$ cat src/rtl/alu_apb_slave.sv
// APB3 register front-end for the 16-bit add/subtract ALU.
// Holds operands and control, sequences one ALU operation per START, captures RESULT.
module alu_apb_slave #(
    parameter int ALU_LATENCY = 1
) (
    input  logic        clk,
    input  logic        nreset,
    input  logic        psel,
    input  logic        penable,
    input  logic        pwrite,
    input  logic [3:0]  paddr,
    input  logic [15:0] pwdata,
    output logic [15:0] prdata,
    output logic        pready,
    output logic        pslverr,
    output logic [15:0] A,
    output logic [15:0] B,
    output logic        alu_enable,
    output logic        alu_control,
    input  logic [15:0] alu_output
);

    localparam int CW = (ALU_LATENCY > 1) ? $clog2(ALU_LATENCY) : 1;
    localparam logic [CW-1:0] CNT_LOAD = CW'(ALU_LATENCY - 1);

    localparam logic [1:0] SEL_OPA  = 2'd0;
    localparam logic [1:0] SEL_OPB  = 2'd1;
    localparam logic [1:0] SEL_CTRL = 2'd2;
    localparam logic [1:0] SEL_RES  = 2'd3;

    typedef enum logic [1:0] {
        S_IDLE,
        S_RUN,
        S_CAPT
    } state_t;

    state_t        state;
    state_t        state_nxt;
    logic [CW-1:0] cnt;
    logic [15:0]   opa;
    logic [15:0]   opb;
    logic [15:0]   result;
    logic          op;
    logic          done;
    logic          run_en;
    logic          capture;

    logic       access;
    logic [1:0] sel;
    logic       err;
    logic       busy;
    logic       stall;
    logic       xfer;
    logic       wr;
    logic       rd;
    logic       start;

    assign access = psel & penable;
    assign sel    = paddr[3:2];
    assign busy   = (state != S_IDLE);

    // Errors are decided first so they are never stalled and have no effect.
    assign err   = access & ((|paddr[1:0]) | (pwrite & (sel == SEL_RES)));
    assign stall = access & pwrite & ~err & busy;
    assign xfer  = access & ~err & ~stall;
    assign wr    = xfer & pwrite;
    assign rd    = xfer & ~pwrite;
    assign start = wr & (sel == SEL_CTRL) & pwdata[1];

    assign pready  = ~stall;
    assign pslverr = err;

    assign A           = opa;
    assign B           = opb;
    assign alu_control = op;
    assign alu_enable  = run_en;

    always_ff @(posedge clk or negedge nreset) begin
        if (!nreset) begin
            state <= S_IDLE;
        end else begin
            state <= state_nxt;
        end
    end

    always_comb begin
        state_nxt = state;
        run_en    = 1'b0;
        capture   = 1'b0;
        unique case (state)
            S_IDLE: begin
                if (start) begin
                    state_nxt = S_RUN;
                end
            end
            S_RUN: begin
                run_en = 1'b1;
                if (cnt == '0) begin
                    state_nxt = S_CAPT;
                end
            end
            S_CAPT: begin
                capture   = 1'b1;
                state_nxt = S_IDLE;
            end
            default: begin
                state_nxt = S_IDLE;
            end
        endcase
    end

    always_ff @(posedge clk or negedge nreset) begin
        if (!nreset) begin
            cnt <= '0;
        end else if (start) begin
            cnt <= CNT_LOAD;
        end else if ((state == S_RUN) && (cnt != '0)) begin
            cnt <= cnt - 1'b1;
        end
    end

    always_ff @(posedge clk or negedge nreset) begin
        if (!nreset) begin
            opa <= '0;
            opb <= '0;
            op  <= 1'b0;
        end else if (wr) begin
            if (sel == SEL_OPA) begin
                opa <= pwdata;
            end
            if (sel == SEL_OPB) begin
                opb <= pwdata;
            end
            if (sel == SEL_CTRL) begin
                op <= pwdata[0];
            end
        end
    end

    // A capture on the same edge as a RESULT read leaves DONE set.
    always_ff @(posedge clk or negedge nreset) begin
        if (!nreset) begin
            result <= '0;
            done   <= 1'b0;
        end else if (capture) begin
            result <= alu_output;
            done   <= 1'b1;
        end else if (start || (rd && (sel == SEL_RES))) begin
            done <= 1'b0;
        end
    end

    always_comb begin
        prdata = '0;
        if (access && !err) begin
            unique case (sel)
                SEL_OPA:  prdata = opa;
                SEL_OPB:  prdata = opb;
                SEL_CTRL: prdata = {12'h000, done, busy, 1'b0, op};
                SEL_RES:  prdata = result;
                default:  prdata = '0;
            endcase
        end
    end

endmodule

$ cat config.mk
export PLATFORM = sky130hd
export DESIGN_NAME = alu_apb_slave
export DESIGN_NICKNAME = d
export VERILOG_FILES = /design/src/rtl/alu_apb_slave.sv
export SDC_FILE = /design/constraint.sdc
export NUM_CORES = 1
export LEC_CHECK = 0
export ABC_AREA = 1
export BUFFER_PORTS_ARGS = -buffer_cell sky130_fd_sc_hd__buf_4
export CORE_MARGIN = 4
export CORE_UTILIZATION = 49
export CTS_BUF_LIST = sky130_fd_sc_hd__clkbuf_4 sky130_fd_sc_hd__clkbuf_8 sky130_fd_sc_hd__clkbuf_16
export CTS_CLUSTER_DIAMETER = 30
export DETAILED_ROUTE_END_ITERATION = 16
export PLACE_DENSITY = 0.79
export SYNTH_ARGS = -nofsm -noshare
export SYNTH_HDL_FRONTEND = slang
export SYNTH_SLANG_ARGS = --single-unit
$ cat constraint.sdc
create_clock -name clk -period 1.7 [get_ports clk]
set_input_delay 0.34 -clock clk [delete_from_list [all_inputs] [get_ports clk]]
set_output_delay 0.34 -clock clk [all_outputs]
set_load 0.02 [all_outputs]
# Word level (Yosys, flattened, before mapping)
# Cells that the tools add are included.
# word_totals
register_bits,53
input_bits,41
out_inout_bits,52
elab_cells,57
# classes
n_addsub,1
n_eq_ne,7
muxes,11
bitwise,16
n_reduce_logical,15
# op_table
operator,count
$pmux W16 S4,1
$mux W16,1
$and A1 B1 Y1,12
$reduce_and A2 Y1,4
$eq A2 B2 Y1 const B,3
$mux W1,6
$reduce_bool A2 Y1,3
$eq A2 B1 Y1 const B,2
$logic_not A2 Y1,2
$mux W2,2
$ne A2 B2 Y1 const B,2
$pmux W2 S2,1
$logic_and A1 B1 Y1,3
$not A1 Y1,3
$reduce_or A2 Y1,1
$logic_not A1 Y1,1
$logic_or A1 B1 Y1,1
$or A1 B1 Y1,1
$sub A1 B1 Y1 const B,1

# Depth between registers and ports, before layout
# logic_depth
ltp_word,15
mapped_depth,8

# Worst setup path before layout
# Ideal clock, no wire load.
# synth_timing
kind,input port to output port
start,input port paddr[3]
end,output port prdata[10]
arrival_time_ns,1.257
setup_slack_ns,0.103
path_stages,4
path_buffers,1
cell_sequence,nor2_2 > buf_4 > nand2_1 > a31oi_1
# synth_between
elab_chain_cells,7
word_cells_on_any_way,11
classes_between,eq/ne (3); mux (2); bitwise (3); reduce/logical (3)
# synth_lines
item,line_no,source
from (decl),11,"input logic [3:0] paddr,"
$eq A2 B2 Y1,"63, 156",
$and A1 B1 Y1,63,assign err = access & ((|paddr[1:0]) | (pwrite & (sel == SEL_RES)));
$or A1 B1 Y1,63,
$and A1 B1 Y1,63,
$logic_not A1 Y1,155,if (access && !err) begin
$logic_and A1 B1 Y1,155,
$mux W16 *,155,
to (decl),13,"output logic [15:0] prdata,"
# Mark *: on every way between the ends. The rest lies on a longest branch, timed or not.

# Worst setup path in the final report
# layout_timing
start,register state[0]
end,output port prdata[2]
# layout_between
elab_chain_cells,3
# layout_lines
item,line_no,source
from (decl),37,state_t state;
from (signal assigned),82,state <= state_nxt;
$reduce_bool A2 Y1,60,assign busy = (state != S_IDLE);
$pmux W16 S4,156,unique case (sel)
$mux W16,155,
# Every way passes these cells.

==> metrics.txt <==
# TYPE chip_impl_metric gauge
chip_impl_metric{name="fp.coreArea",unit="µm²"} 5110
chip_impl_metric{name="final-max-slew-violation-count",unit=""} 0
chip_impl_metric{name="setup-tns-final",unit="ps"} 0
chip_impl_metric{name="globalRoute.totalOverflow",unit=""} 0
chip_impl_metric{name="dpl_cell_area",unit="µm²"} 3330
chip_impl_metric{name="multiInputGateArea",unit="µm²"} 1060
chip_impl_metric{name="max_freq",unit="MHz"} 618
chip_impl_info{name="endpoint_kind",value="output port"} 1
chip_impl_metric{name="endpoint_required_time_on_the_critical_path",unit="ps"} 1360
chip_impl_metric{name="antennaDiodeCount",unit=""} 0
chip_impl_metric{name="via_count_of_the_first_global_routing_pass",unit=""} 2112
chip_impl_metric{name="cts.reportedPaths.clkPinSlew",unit="ps"} 90
chip_impl_metric{name="detailedRoute.firstPassIterationCount",unit=""} 4
chip_impl_metric{name="place.detailed.instances",unit=""} 426
chip_impl_metric{name="largest_net_degree_at_the_start_of_global_routing",unit=""} 54
chip_impl_metric{name="final-hold-violation-count",unit=""} 0
chip_impl_metric{name="arrival",unit="ps"} 1280
chip_impl_metric{name="num-fill-cells",unit=""} 440
chip_impl_metric{name="ctsHtreeMaxLevel",unit=""} 2
chip_impl_metric{name="cts-buffers-inserted",unit=""} 5
chip_impl_metric{name="route.detailed.drc",unit=""} 0
chip_impl_metric{name="netlist_instances",unit=""} 270
chip_impl_metric{name="flop_and_latch_count_out_of_synthesis",unit=""} 53
chip_impl_metric{name="mappedNetlistArea",unit="µm²"} 2580
chip_impl_info{name="cp_slowest_cell",value="dfrtp_1"} 1
chip_impl_metric{name="global_route_wire_length_before_repair",unit="µm"} 10000
chip_impl_info{name="most_common_cell_after_layout_fill_and_taps_aside",value="buf_4"} 1
chip_impl_metric{name="viasPerCell",unit=""} 4.93
chip_impl_metric{name="routedWlPerCell",unit="µm"} 14.4
chip_impl_metric{name="postSynthNetCount",unit=""} 311
chip_impl_metric{name="p_total",unit="W"} 0.00287
chip_impl_metric{name="yosysUniqueCellTypes",unit=""} 22
chip_impl_metric{name="max_cap_violations",unit=""} 0
chip_impl_info{name="timing.hold.worst.class",value="in -> async"} 1
chip_impl_metric{name="maximum_ir_drop_on_the_vdd_rail",unit="mV"} 0.642
chip_impl_metric{name="die_width",unit="µm"} 80.6
chip_impl_metric{name="drt_iter0_markers",unit=""} 141
chip_impl_metric{name="cts.sinks",unit=""} 53
chip_impl_info{name="critical_path.startpoint_type",value="flip-flop"} 1
chip_impl_metric{name="finalClockSkew",unit="ps"} 2.97
chip_impl_metric{name="port_buffers",unit=""} 92
chip_impl_metric{name="final_cell_count_no_fill",unit=""} 435
chip_impl_metric{name="syn_avg_cell_area",unit="µm²"} 9.56
chip_impl_metric{name="register_area",unit="µm²"} 1330
chip_impl_metric{name="worst_path_largest_cell_delay",unit="ps"} 400
chip_impl_metric{name="final_net_count",unit=""} 405
chip_impl_metric{name="detailed_place_hpwl",unit="µm"} 4700
chip_impl_metric{name="yosysSeqAreaShare",unit=""} 0.514
chip_impl_metric{name="syn_to_final_growth",unit="%"} 33.0
chip_impl_metric{name="wl",unit="µm"} 6250
chip_impl_info{name="most-common-layout-cells",value="buf_4, nand2_1, dfrtp_1"} 1
chip_impl_metric{name="min_clock_period_post_route",unit="ps"} 1620
chip_impl_metric{name="insertion_delay",unit="ps"} 300
chip_impl_metric{name="number_of_antenna_violations_at_the_first_check_in_global_routing",unit=""} 0
chip_impl_metric{name="drive_above_1_share",unit=""} 0.441
chip_impl_metric{name="initial_utilization",unit=""} 0.505
chip_impl_metric{name="yosys_warnings",unit=""} 0
chip_impl_metric{name="area_of_the_die",unit="µm²"} 6490
chip_impl_metric{name="final_area",unit="µm²"} 3430
chip_impl_info{name="rsz_0062_raised_after_global_routing",value="no"} 1
chip_impl_metric{name="die-height",unit="µm"} 80.6
chip_impl_info{name="critPathKind",value="reg -> out"} 1
chip_impl_metric{name="cts_max_path_buffers",unit=""} 2
chip_impl_metric{name="setup_viol",unit=""} 0
chip_impl_info{name="path_delay_family",value="flip-flops"} 1
chip_impl_metric{name="grt_usage",unit=""} 0.201
chip_impl_metric{name="cp_max_fo",unit=""} 2
chip_impl_info{name="status",value="finished clean"} 1
chip_impl_info{name="cts_tree",value="built"} 1
chip_impl_info{name="clock-root-buffer",value="clkbuf_8"} 1
chip_impl_metric{name="postRouteAntennaNets",unit=""} 0
chip_impl_metric{name="gp_routability_congestion",unit=""} 0.777
chip_impl_metric{name="powerDensity",unit="nW/µm²"} 837
chip_impl_info{name="timing.critical_path.cells",value="nor2_2 -> inv_1 -> a21oi_1 -> a31oi_1 -> buf_4"} 1
chip_impl_metric{name="tightest_slew",unit="ps"} 665
chip_impl_metric{name="routed-via-count",unit=""} 2146
chip_impl_metric{name="top_level_ports",unit=""} 93
chip_impl_metric{name="timing.final.crit_share",unit=""} 0.951
chip_impl_metric{name="floorplan.rows",unit=""} 26
chip_impl_metric{name="reported_leakage_power",unit="nW"} 1.75
chip_impl_metric{name="max_slew_headroom",unit=""} 0.557
chip_impl_metric{name="path_buf_inv",unit=""} 2
[worst paths after layout]
check                      cells past startpoint               endpoint  slack (ps)                 start
max                                            5              prdata[2]          80  state[0]$_DFFE_PN0P_
max reg2reg                                    6      A[13]$_DFFE_PN0P_         260  state[0]$_DFFE_PN0P_
min in group clk                               2  result[5]$_DFFE_PN0P_         260         alu_output[5]
min reg2reg                                    1   state[1]$_DFFE_PN0P_         440       cnt$_DFFE_PN0P_
min                                            1      A[12]$_DFFE_PN0P_          70                nreset
max in group asynchronous                      1   state[1]$_DFFE_PN0P_        1190                nreset
[cells in the mapped netlist]
cell	count	area [µm²]
o21ai_0	2	10.0
inv_1	27	101
buf_4	3	22.5
dfrtp_1	53	1330
nand2_1	90	338
nor2_8	1	20.0
a31oi_1	14	87.6
nor2_4	1	11.3
nand3_4	1	17.5
nor2_2	2	12.5
nand2_4	2	22.5
mux2_2	15	169
nand3_2	1	10.0
buf_6	5	56.3
o21ai_1	3	15.0
buf_2	2	10.0
buf_8	1	15.0
a21oi_1	7	35.0
nor2_1	9	33.8
nand3b_1	1	7.51
nand3_1	1	5.00
o21ai_2	29	254
[sequential cells by signal (all words and copies together), names as in the netlist]
name,cells
B,16
state,2
A,16
cnt,1
result,16
alu_control,1
done,1
[power by group]
group	total [W]	internal, W	switching [W]
Combinational	0.000663	0.000309	0.000355
Sequential	0.00151	0.00140	0.000108
Clock	0.000699	0.000302	0.000397
Total	0.00287	0.00201	0.000859
[timing repair]
| item | in CTS | in global routing |
|---|---|---|
| buffers inserted | 0 | 1 |
| pin swaps | 1 | 2 |
| gates resized for setup | 0 | 3 |
| hold buffers | 0 | 0 |
| endpoints found under the setup margin | 1 | 10 |
[area by class of cell]
type / count / share of cell area
clock buffers: 6 / 0.0222
clock inverters: 2 / 0.00292
repair buffers: 98 / 0.225
flip-flops and latches: 53 / 0.386
well taps: 70 / 0.0255
inverters: 27 / 0.0295
multi-input cells: 179 / 0.308
[logic make-up after synthesis]
family                 synth area share
flip-flops                        0.514
multiplexers                     0.0655
buffers and inverters            0.0795
AND/OR/NAND/NOR                   0.185
AO/OA/AOI/OAI                     0.156
[routing by layer]
metal | wire, µm | global-route usage | vias up
met5 | 0 | 0 | -
met4 | 94 | 0.0507 | 0
met3 | 604 | 0.0661 | 9
met2 | 2950 | 0.328 | 78
met1 | 2600 | 0.257 | 998
li1 | - | - | 1061
[per-stage QoR]
stage | util | worst slack, ps | hold slack, ps
2_1_floorplan | - | 103 | 44.4
3_3_place_gp | 0.652 | 15.2 | 403
3_5_place_dp | 0.652 | -16.7 | 416
4_1_cts | 0.669 | 1.75 | 84.1
5_1_grt | 0.672 | 2.94 | 121
6_report | 0.672 | 82.6 | 70.0
Note: power is estimated with default switching activity, not from simulation.
